### src/rtl/router_fsm_param.sv
// Router control FSM: decodes the header destination and sequences header/payload/parity loads into NUM_PORTS FIFOs.
// Moore outputs with one edge per transition; busy stalls the source, while drops keep busy low so the source can drain.
module router_fsm_param #(
    parameter int NUM_PORTS    = 3,
    parameter int ADDR_W       = 2,
    parameter int WAIT_TIMEOUT = 255
) (
    input  logic                 clock,
    input  logic                 resetn,
    input  logic                 pkt_valid,
    input  logic [ADDR_W-1:0]    data_in,
    input  logic                 parity_done,
    input  logic                 low_pkt_valid,
    input  logic                 fifo_full,
    input  logic [NUM_PORTS-1:0] fifo_empty,
    input  logic [NUM_PORTS-1:0] soft_reset,
    output logic                 detect_add,
    output logic                 lfd_state,
    output logic                 ld_state,
    output logic                 laf_state,
    output logic                 full_state,
    output logic                 rst_int_reg,
    output logic                 busy,
    output logic                 write_enb_reg,
    output logic                 drop_state,
    output logic                 timeout_err,
    output logic [ADDR_W-1:0]    dest_q
);
    localparam int SEL_N = 1 << ADDR_W;
    localparam int CNT_W = (WAIT_TIMEOUT > 0) ? $clog2(WAIT_TIMEOUT + 1) : 1;
    localparam logic [CNT_W-1:0]  CNT_LAST = (WAIT_TIMEOUT > 0) ? CNT_W'(WAIT_TIMEOUT - 1) : '0;
    localparam logic [ADDR_W:0]   PORT_LIM = (ADDR_W + 1)'(NUM_PORTS);

    typedef enum logic [3:0] {
        DECODE          = 4'd0,
        LOAD_FIRST      = 4'd1,
        LOAD_DATA       = 4'd2,
        LOAD_PARITY     = 4'd3,
        CHECK_PARITY    = 4'd4,
        FIFO_FULL       = 4'd5,
        LOAD_AFTER_FULL = 4'd6,
        WAIT_EMPTY      = 4'd7,
        DROP            = 4'd8
    } state_t;

    state_t           state;
    state_t           state_nxt;
    logic [CNT_W-1:0] wait_cnt;
    logic [SEL_N-1:0] empty_ext;
    logic [SEL_N-1:0] srst_ext;
    logic             addr_ok;
    logic             timeout_hit;
    logic             srst_hit;

    // Zero-extend per-port flags so any ADDR_W-bit index is in range; missing ports read as 0.
    assign empty_ext   = SEL_N'(fifo_empty);
    assign srst_ext    = SEL_N'(soft_reset);
    assign addr_ok     = {1'b0, data_in} < PORT_LIM;
    assign timeout_hit = (WAIT_TIMEOUT > 0) && (wait_cnt == CNT_LAST);
    assign srst_hit    = (state != DECODE) && srst_ext[dest_q];

    always_comb begin
        state_nxt = state;
        case (state)
            DECODE: begin
                if (pkt_valid) begin
                    if (!addr_ok)                 state_nxt = DROP;
                    else if (empty_ext[data_in])  state_nxt = LOAD_FIRST;
                    else                          state_nxt = WAIT_EMPTY;
                end
            end
            LOAD_FIRST:   state_nxt = LOAD_DATA;
            LOAD_DATA: begin
                if (fifo_full)       state_nxt = FIFO_FULL;
                else if (!pkt_valid) state_nxt = LOAD_PARITY;
            end
            LOAD_PARITY:  state_nxt = CHECK_PARITY;
            CHECK_PARITY: state_nxt = fifo_full ? FIFO_FULL : DECODE;
            FIFO_FULL:    state_nxt = fifo_full ? FIFO_FULL : LOAD_AFTER_FULL;
            LOAD_AFTER_FULL: begin
                if (parity_done)        state_nxt = DECODE;
                else if (low_pkt_valid) state_nxt = LOAD_PARITY;
                else                    state_nxt = LOAD_DATA;
            end
            // An empty FIFO in the last allowed cycle still wins over the timeout.
            WAIT_EMPTY: begin
                if (empty_ext[dest_q]) state_nxt = LOAD_FIRST;
                else if (timeout_hit)  state_nxt = DROP;
            end
            DROP:         state_nxt = pkt_valid ? DROP : DECODE;
            default:      state_nxt = DECODE;
        endcase
        if (srst_hit) state_nxt = DECODE;
    end

    always_ff @(posedge clock or negedge resetn) begin
        if (!resetn) begin
            state       <= DECODE;
            dest_q      <= '0;
            wait_cnt    <= '0;
            timeout_err <= 1'b0;
        end else begin
            state       <= state_nxt;
            timeout_err <= (state == WAIT_EMPTY) && (state_nxt == DROP);
            if ((state == DECODE) && pkt_valid) dest_q <= data_in;
            // Held at zero outside WAIT_EMPTY, so every entry starts a fresh count.
            if ((state != WAIT_EMPTY) || (WAIT_TIMEOUT == 0)) wait_cnt <= '0;
            else                                              wait_cnt <= wait_cnt + CNT_W'(1);
        end
    end

    assign detect_add    = (state == DECODE);
    assign lfd_state     = (state == LOAD_FIRST);
    assign ld_state      = (state == LOAD_DATA);
    assign laf_state     = (state == LOAD_AFTER_FULL);
    assign full_state    = (state == FIFO_FULL);
    assign rst_int_reg   = (state == CHECK_PARITY);
    assign drop_state    = (state == DROP);
    assign busy          = (state == LOAD_FIRST) || (state == LOAD_PARITY) || (state == CHECK_PARITY)
                        || (state == FIFO_FULL) || (state == LOAD_AFTER_FULL) || (state == WAIT_EMPTY);
    assign write_enb_reg = (state == LOAD_DATA) || (state == LOAD_PARITY) || (state == LOAD_AFTER_FULL);

endmodule

### config.mk
export PLATFORM = sky130hd
export DESIGN_NAME = router_fsm_param
export DESIGN_NICKNAME = d
export VERILOG_FILES = /design/src/rtl/router_fsm_param.sv
export SDC_FILE = /design/constraint.sdc
export NUM_CORES = 1
export LEC_CHECK = 0
export BUFFER_PORTS_ARGS = -buffer_cell sky130_fd_sc_hd__buf_2
export CAP_MARGIN = 20
export CORE_MARGIN = 8
export CORE_UTILIZATION = 45
export CTS_CLUSTER_DIAMETER = 50
export CTS_CLUSTER_SIZE = 24
export DETAILED_ROUTE_END_ITERATION = 8
export PLACE_DENSITY = 0.73
export SLEW_MARGIN = 20
export SYNTH_ARGS = -nofsm -noshare
export SYNTH_HDL_FRONTEND = slang
export SYNTH_SLANG_ARGS = --single-unit
export TNS_END_PERCENT = 100
### constraint.sdc
create_clock -name clock -period 1.5 [get_ports clock]
set_input_delay 0.225 -clock clock [delete_from_list [all_inputs] [get_ports clock]]
set_output_delay 0.225 -clock clock [all_outputs]
set_load 0.05 [all_outputs]
; Yosys cells after proc, flatten, opt, wreduce, memory -nomap -nowiden
; Index checks and enable logic that the tools add are counted.
[word_totals]
regBits = 15
out_inout_bits = 12
in_bits = 14
[classes]
add_sub_neg = 1
n_eq_ne = 11
n_reduce_logical = 12
muxes = 21
magnitude_cmp = 3
[ops]
columns = cell, n
row1 = 4-bit one-hot mux with 9 select lines, 1
row2 = 4-bit two-way mux, 8
row3 = "4-bit by 3-bit == test with 1-bit output, second input constant", 4
row4 = "8-bit by 1-bit adder with 8-bit output, second input constant", 1
row5 = "4-bit by 2-bit == test with 1-bit output, second input constant", 2
row6 = "4-bit == test, second input constant", 2
row7 = "8-bit == test, second input constant", 1
row8 = 8-bit two-way mux, 1
row9 = 1-bit logical OR, 7
row10 = 1-bit binary-select mux with 2-bit select, 3
row11 = "2-bit by 3-bit less-than comparator with 1-bit output, second input constant", 2
row12 = 3-bit two-way mux, 2
row13 = "4-bit by 1-bit == test with 1-bit output, second input constant", 1
row14 = 4-bit logical NOT, 1
row15 = 1-bit two-way mux, 4
row16 = 2-bit two-way mux, 2
row17 = "4-bit by 3-bit inequality test with 1-bit output, second input constant", 1
row18 = 4-bit nonzero test, 1
row19 = 1-bit logical AND, 3
row20 = "2-bit less-than comparator, second input constant", 1

; Depth between registers and ports, before layout
; Gate-level depths: netlist (run 1).
[logic_depth]
word_depth = 9
depth_mapped = 5
depth_no_buf = 5

; Worst setup path after synthesis (run 1)
; No wires, ideal clock.
[synth_path]
kind = register -> output
from = reg state[3]
to = out rst_int_reg
slack_ns = -0.508
arrival_time_ns = 1.783
path_stages_with_launch = 5
path_cell_list = dfrtp_1 > buf_2 > inv_1 > nand2_1 > nor3_1
[synth_between]
elab_chain_cells = 1
[synth_lines]
columns = item, line_no
row1 = from (decl), 46  ; state_t state;
row2 = from (signal assigned), 103  ; state <= state_nxt;
row3 = 4-bit by 3-bit == test with 1-bit output, 117  ; assign rst_int_reg = (state == CHECK_PARITY);
row4 = to (decl), 22  ; output logic rst_int_reg,
; No other way between the ends.

; Worst setup path after layout (run 1)
[layout_path]
from = reg state[0]
to = out detect_add
[layout_between]
elab_chain_cells = 1
[layout_lines]
columns = item, line_no
row1 = 4-bit logical NOT, 112  ; assign detect_add = (state == DECODE);
row2 = to (decl), 17  ; output logic detect_add,
; No other way between the ends.

==> results by stage, run 1 <==
Status:
- The flow ran to the end, but the final reports show violations.
- The checks that failed: negative setup slack.

Die:
- The die outline height is 61.73 microns.
- The number of top-level pins is 26.
- The number of standard-cell rows in the floorplan is 16.
- The placeable core region is 0.001962 sq mm.
- The floorplan die width is 61.73 microns.
- The starting density of the core is 0.4796.
- The die covers 0.003810 sq mm.

STA:
- The final setup slack of the worst path is -0.2013 ns.
- The transition time of the tightest slew-check pin is 0.3611 ns.
- The final-report hold violation count was 0.
- Setup repair after global routing could not meet its margin everywhere.
- The final setup violation count is 15.
- Dividing the final minimum period by the clock period gives 1.134.
- The number of slew-limit violations in the final report is 0.
- Counting I/O delays and the setup requirement, the final critical path takes 1.701 ns.
- Between clock sinks in the finished design, the worst skew comes to 0.001478 ns.
- The remaining max-slew budget at the tightest pin is 0.7585.
- Derived from the worst setup path, the maximum achievable clock frequency is 0.5878 GHz.
- The setup total negative slack is -1.505 ns.
- Hold is met by 0.2258 ns.

Clocking:
- After clock tree synthesis, the clock-pin slew on the worst setup and hold paths is 0.10 ns.
- For this design, the sink count on the clock tree is 15.
- The clock tree from TritonCTS is built.
- The number of clock buffers added by TritonCTS is 3.
- The clock passes through at most 2 buffers.
- The later pin in the worst-skew pair is clocked with a latency of 0.30 ns.
- CTS built an H-tree with a depth of 1.
- The library cell used as clock root buffer is clkbuf_4.

Placement:
- Detailed placement ended at an HPWL of 1695 microns.
- Buffers placed on the I/O ports in this run total 25.
- The routability-driven placement congestion ratio is 0.8825.
- In this run, placement finished with an instance count of 157.

Final layout:
- The layout overhead on the synthesized area is 64.63%.
- The number of standard cells in the final layout excluding fillers is 178.
- The fraction of layout cells with a size suffix above 1 is 0.5232.
- The filler cell count is 118.
- The antenna diode count is 0.
- The utilization after layout is 0.7895.
- The library cells used most frequently in the layout, excluding fill and tap cells, are buf_2, buf_6, buf_4.
- The most frequent standard cell in the layout excluding fill and tap cells is buf_2.
- The final layout contains 168 nets.

Route:
- The detail route stage leaves a number of antenna-violating nets equal to 0.
- Before antenna repair, the detailed router went through 5 iterations.
- The vias per cell is 6.197.
- The total via count in the routed design is 1,103.
- After detailed routing, the average wire length per cell comes to 21.04 microns.
- The aggregate routed wire length is 3745 microns.
- The violation count after the first detailed-routing iteration is 111.
- The remaining routing DRC violations is 0.

Power:
- Power spread over the standard cell area amounts to 1920 mW/mm^2.
- IR analysis of the VDD net gives a maximum drop of 0.001199 V.
- The post-route total power is 2.974 mW.
- The static leakage is 0.6837 nW.

Global route:
- The via count of the first global-routing pass is 1,001.
- The number of antenna violations at the first check in global routing is 0.
- Entering global routing, the biggest net connects 16 pins.
- For this run, the total global-route usage over all layers was measured as 0.1698.
- For this run the aggregate overflow at the end of global routing stands at 0.
- The first global-routing pass estimated 4754 microns of wire.

Hold path:
- For hold timing, the worst endpoint is dest_q[0].
- The class of the tightest hold or removal check is input pin to flip-flop.
- Along the worst hold path, the cell count comes to 2.
- In this run the most critical hold path is launched from data_in[0].

Worst setup path:
- The beginning of the worst register-to-register path is state[1].
- The worst setup path is captured at an output pin.
- The worst reg-to-reg setup slack is -0.17 ns.
- STA puts the critical path data arrival time at 1.48 ns.
- The maximum net fanout on the critical path is 4.
- STA classifies the critical path startpoint as a flip-flop.
- The endpoint identified for the worst register-to-register timing path is state[3].
- The launching instance or port of the critical path is state[0].
- The worst reg-to-reg path cell count is 6.
- The critical path class is flip-flop to output pin.
- The required arrival time at the worst endpoint is 1.27 ns.

Logic synthesis:
- The synthesized design contains 15 register bits.
- The synthesized instance count is 101.
- The portion of the post-synthesis area used by sequential elements is 0.3989.
- The mean instance size in the synthesized netlist is 9.316 sq um.
- The share of the synthesized area in the top cell type is 0.3989.
- The most used flip-flop cell after synthesis is dfrtp_1.
- During synthesis, Yosys emitted a total of 0 warnings.
- The number of distinct library cell variants in the gate-level netlist after synthesis is 33.
- The cell type with the largest total area after synthesis is dfrtp_1.
- The synthesized netlist occupies a cell area of 940.9 sq um.
- By area the synthesized netlist is led by dfrtp_1, nor2_1, xor2_1.
- The post-synthesis net count is 117.
- In this run, synthesis inferred 0 flip-flops with an integrated enable.
- Counting flops with an async set or reset pin after synthesis yields a share of 1.000.

Run:
- The tool flagged a number of max-cap violations equal to 0.
==> timing repair <==
item	in CTS	in global routing
endpoints found under the hold margin	15	0
resized for setup	38	22
cloned	1	0
buffers inserted	9	7
hold buffers	1	0
pin swaps	7	9
setup endpoints to repair	11	19
==> cells in the mapped netlist, types with 2 or more instances <==
master / instances
mux2i_1: 4
nand2_1: 4
mux2_2: 2
inv_1: 5
xor2_1: 5
o221ai_1: 2
ha_1: 2
nand3_1: 5
and4_1: 2
a21oi_1: 5
nor3_1: 4
nand3b_1: 2
o21ai_0: 5
nand2b_1: 2
dfrtp_1: 15
nand4_1: 3
nor2_1: 14
and3_1: 2
buf_2: 4
==> where the power goes <==
| part | internal (mW) | leakage [nW] | switching [mW] |
|---|---|---|---|
| logic | 0.911 | 0.472 | 1.23 |
| clock network | 0.102 | 0.0139 | 0.157 |
| registers | 0.481 | 0.198 | 0.0937 |
| total | 1.49 | 0.684 | 1.48 |
==> worst max-delay path, cell delays in order, from the launching register on <==
cell and delay (ns):
dfrtp_2 0.46, buf_6 0.14, nor4_4 0.36, buf_6 0.21
==> flip-flops by register name, summed over array words and instances, names as in the netlist <==
name / count
timeout_err: 1
wait_cnt: 8
dest_q: 2
state: 4
==> layout make-up <==
class	count	area, sq um	share of cell area
well taps	27	33.78	0.02181
multi-input cells	77	649.4	0.4192
inverters	5	26.28	0.01696
clock buffers	3	22.52	0.01454
clock inverters	1	7.507	0.004847
flip-flops and latches	15	379.1	0.2447
repair buffers	50	430.4	0.2779
==> metrics by stage <==
| stage | setup slack (ns) | instance area [sq um] |
|---|---|---|
| 2_1_floorplan | -0.3276 | 972.2 |
| 3_3_place_gp | 0.06498 | 1165 |
| 3_5_place_dp | 0.01515 | 1165 |
| 4_1_cts | -0.1150 | 1420 |
| 5_1_grt | -0.2532 | 1549 |
| 6_report | -0.2013 | 1549 |
==> worst max path at each step <==
stage	endpoint	slack (ns)	depth (start not counted)
finish	detect_add	-0.20	3
global route	detect_add	-0.25	3
CTS	detect_add	-0.12	3
detailed placement	state[2]	0.02	5
global placement	state[2]	0.06	5
floorplan	state[1]	-0.33	5
==> cells by family after synthesis <==
family / synth area share
XOR/XNOR: 0.05585
AO/OA/AOI/OAI: 0.1250
buffers and inverters: 0.04123
multiplexers: 0.06649
adder cells (fa/ha/maj): 0.03723
AND/OR/NAND/NOR: 0.2753
flip-flops: 0.3989
==> routing by layer <==
metal | global-route usage | vias up | share of wire
met5 | 0 | - | 0
met4 | 0.1071 | 0 | 0.056
li1 | - | 467 | -
met1 | 0.1901 | 530 | 0.38
met3 | 0.04321 | 24 | 0.081
met2 | 0.2806 | 82 | 0.48
(Power assumes the default switching activity.)
==> run 2, diff against run 1 <==
--- a/config.mk
+++ b/config.mk
@@ -7,12 +7,12 @@
 export LEC_CHECK = 0
 export BUFFER_PORTS_ARGS = -buffer_cell sky130_fd_sc_hd__buf_2
 export CAP_MARGIN = 20
-export CORE_MARGIN = 8
-export CORE_UTILIZATION = 45
+export CORE_MARGIN = 2
+export CORE_UTILIZATION = 50
 export CTS_CLUSTER_DIAMETER = 50
 export CTS_CLUSTER_SIZE = 24
 export DETAILED_ROUTE_END_ITERATION = 8
-export PLACE_DENSITY = 0.73
+export PLACE_DENSITY = 0.77
 export SLEW_MARGIN = 20
 export SYNTH_ARGS = -nofsm -noshare
 export SYNTH_HDL_FRONTEND = slang
==> constraint.sdc (replaced) <==
create_clock -name clock -period 1.8 [get_ports clock]
set_input_delay 0.27 -clock clock [delete_from_list [all_inputs] [get_ports clock]]
set_output_delay 0.27 -clock clock [all_outputs]
set_load 0.05 [all_outputs]
==> run 2 against run 1 <==
Net effect:
- combinational power is 55% lower
- via count is 22% lower
- sequential power is 9.4% lower
- wire length is 44% lower
- non-clock buffer count is 20 lower
- sequential share of layout area is 7.9 points higher
- final cell count is 12% lower
- sequential cell count stayed put
- critical path type unchanged
- critical path depth stayed put
- clock skew is 0.011 ns higher
- utilization is 12 points lower
- the run now ends clean
- critical endpoint is now drop_state
- die area is 41% lower
==> results by stage, run 2 (synthesis results as in run 1) <==
Status:
- The run finished with clean final reports.

Clocking:
- The number of CTS-inserted buffers is 3 (unchanged).
- The H-tree depth is 1 (unchanged).
- The maximum clock path buffer count is 2 (unchanged).
- TritonCTS built the clock tree.
- The library cell used as clock root buffer is clkbuf_4.
- The post-CTS clock slew at the launch and capture registers of the worst setup and hold paths is 0.10 ns (about the same).
- The source-to-sink clock delay at the later pin of the worst-skew pair is 0.29 ns (about the same).
- The total number of clock tree sinks is 15 (unchanged).

Power:
- The post-route total power is 1.680 mW (-44%).
- The power per cell area is 1436 mW/mm^2 (-25%).
- The maximum vdd drop is 0.0007230 V (-40%).
- The static leakage is 0.5375 nW (-21%).

Route:
- The total via count in the routed design is 861 (-22%).
- The violation count after the first detailed-routing iteration is 4 (-96%).
- The residual antenna-violating net count after detailed routing was 0 (unchanged).
- The vias per cell is 5.519 (-11%).
- The count of TritonRoute iterations in the first routing pass is 4 (-1).
- The remaining routing DRC violations was 0 (unchanged).
- The aggregate routed wire length came to 2101 microns (-44%).
- The wire length per cell came to 13.47 microns (-36%).

Placement:
- The routability-driven placement congestion ratio is 0.7908 (-10%).
- The HPWL after detailed placement is 1475 microns (-13%).
- The count of input and output buffers is 25 (unchanged).
- The number of cells in the design after placement is 149 (-5.1%).

Worst setup path:
- The worst setup path is launched from a flip-flop.
- The category of the worst setup path capture point is an output pin.
- The data arrival at the endpoint of the critical path is 1.48 ns (about the same).
- The number of buffer and inverter instances along the worst setup path is 1 (-1).
- The delay contributed by the slowest stage of the critical path was 0.49 ns (+0.03 ns).
- Walking the worst path, the cells encountered are or3_4 -> nor2_1 -> buf_4.
- The maximum net fanout on the critical path came to 7 (+3).
- The required arrival time at the worst endpoint is 1.53 ns (+0.26 ns).
- By startpoint and endpoint, the worst setup path is classified as flip-flop to output pin.
- The worst register-to-register path begins at state[1].
- The critical path's slowest cell is dfrtp_2.
- The family with the most delay on the worst path is simple AND/OR/NAND/NOR gates.
- The launching instance or port of the critical path is state[1].

Die:
- The number of standard-cell rows in the floorplan is 15 (-1).
- The die outline area is 0.002245 sq mm (-41%).
- The die outline height is 47.38 microns (-23%).
- The number of top-level pins is 26 (unchanged).
- The floorplan die width came to 47.38 microns (-23%).
- The placeable core region is 0.001745 sq mm (-11%).
- The starting density of the core is 0.5391 (+0.05948).

Final layout:
- The library cells used most frequently in the layout, excluding fill and tap cells, are buf_2, nor2_1, dfrtp_1.
- Relative to the synthesized area, the layout overhead comes to 24.33%.
- The total area of multi-input combinational cells is 544.3 sq um (-16%).
- The post-layout net count is 148 (-12%).
- In the final layout, the registers with the most flip-flops are wait_cnt: 8 flops, state: 4 flops, dest_q: 2 flops.
- The most frequent standard cell in the layout excluding fill and tap cells is buf_2.
- The register containing the most flip-flops in the final layout is wait_cnt.
- The number of standard cells in the final layout excluding fillers is 156 (-12%).
- The number of flip-flops in the largest register is 8 (unchanged).
- The fraction of layout cells with a size suffix above 1 is 0.3435 (-0.1797).
- The sequential cell area is 379.1 sq um (unchanged).
- The antenna diode count is 0 (unchanged).
- The filler cell count is 145 (+23%).

Hold path:
- The startpoint identified for the worst hold timing path is data_in[0].
- The class of the tightest hold or removal check is input pin to flip-flop.

Global route:
- The via count of the first global-routing pass is 680 (-32%).
- The number of antenna violations at the first check in global routing is 0 (unchanged).
- The first-pass GRT wire length is 2980 microns (-37%).
- The global router's overall resource usage is 0.1935 (+0.02365).
- The maximum number of pins on one net before global-route repair was 16 (unchanged).
- The residual overflow from global routing is 0 (unchanged).

STA:
- The share of the clock period used by the worst path is 0.9712.
- The number of slew-limit violations in the final report is 0 (unchanged).
- The final setup violation count is 0 (-15).
- The remaining max-slew budget at the tightest pin was 0.6547 (-0.1038).
- The final-report hold violation count was 0 (unchanged).
- The post-route minimum period is 1.748 ns.
- Timing would allow up to 0.5720 GHz.
- The final worst clock skew is 0.01215 ns (+0.01067 ns).
- The transition time of the tightest slew-check pin is 0.5126 ns (+0.1515 ns).

Run:
- The max-cap violation count was 0 (unchanged).
-- run 2: cell types whose count changed in the layout (fill, tap and decap cells not counted), moves of 3 or more --
| cell | change |
|---|---|
| buf_2 | +5 |
| buf_4 | -9 |
| buf_6 | -14 |
| buf_8 | -4 |
| nand2_1 | +3 |
| nor2_1 | +5 |
| nor2_4 | -5 |
| nor3_2 | +3 |
| nor3_4 | -3 |
-- run 2: per-layer routing --
layer | track usage | part of all wire | vias to the layer above
met5 | 0 | 0 | -
met3 | 0.05769 | 0.041 | 2
met4 | 0.06667 | 0.0057 | 0
met1 | 0.2676 | 0.49 | 408
met2 | 0.2892 | 0.46 | 21
li1 | - | - | 430
-- run 2: report_power, final --
group | internal (mW) | switching [mW]
logic | 0.326 | 0.639
clock network | 0.0860 | 0.109
registers | 0.400 | 0.121
total | 0.811 | 0.868
-- run 2: area by class of cell --
class | instances | share of cell area
clock buffer | 4 | 0.02246
inverter | 5 | 0.01604
multi-input combinational | 77 | 0.4652
sequential | 15 | 0.3241
tap | 25 | 0.02674
timing repair buffer | 30 | 0.1455
-- run 2: through the flow --
stage	hold slack (ns)	cell area (sq um)	TNS [ns]	setup slack (ns)	util
floorplan	-0.02559	962.2	-0.1009	-0.02900	-
global placement	0.1876	1107	0	0.2665	0.6344
detailed placement	0.1902	1107	0	0.2431	0.6344
CTS	0.2642	1149	0	0.01369	0.6581
global route	0.2637	1170	-0.006994	-0.006994	0.6703
finish	0.2676	1170	0	0.05189	0.6703
-- run 2: worst paths after layout --
check	end	slack, ns	cells after the start
max	drop_state	0.05	3
min	dest_q[0]	0.27	2
max reg2reg	state[3]	0.22	5
min reg2reg	wait_cnt[5]	0.55	2
max in group asynchronous	state[1]	1.12	2
min in group asynchronous	state[3]	0.41	2
-- run 2: repair_timing --
| item | in CTS | in global routing |
|---|---|---|
| hold buffers | 1 | 0 |
| pin swaps | 0 | 0 |
| endpoints found under the hold margin | 15 | 0 |
| endpoints found under the setup margin | 3 | 7 |
| gates resized for setup | 3 | 4 |
| setup buffers | 0 | 2 |
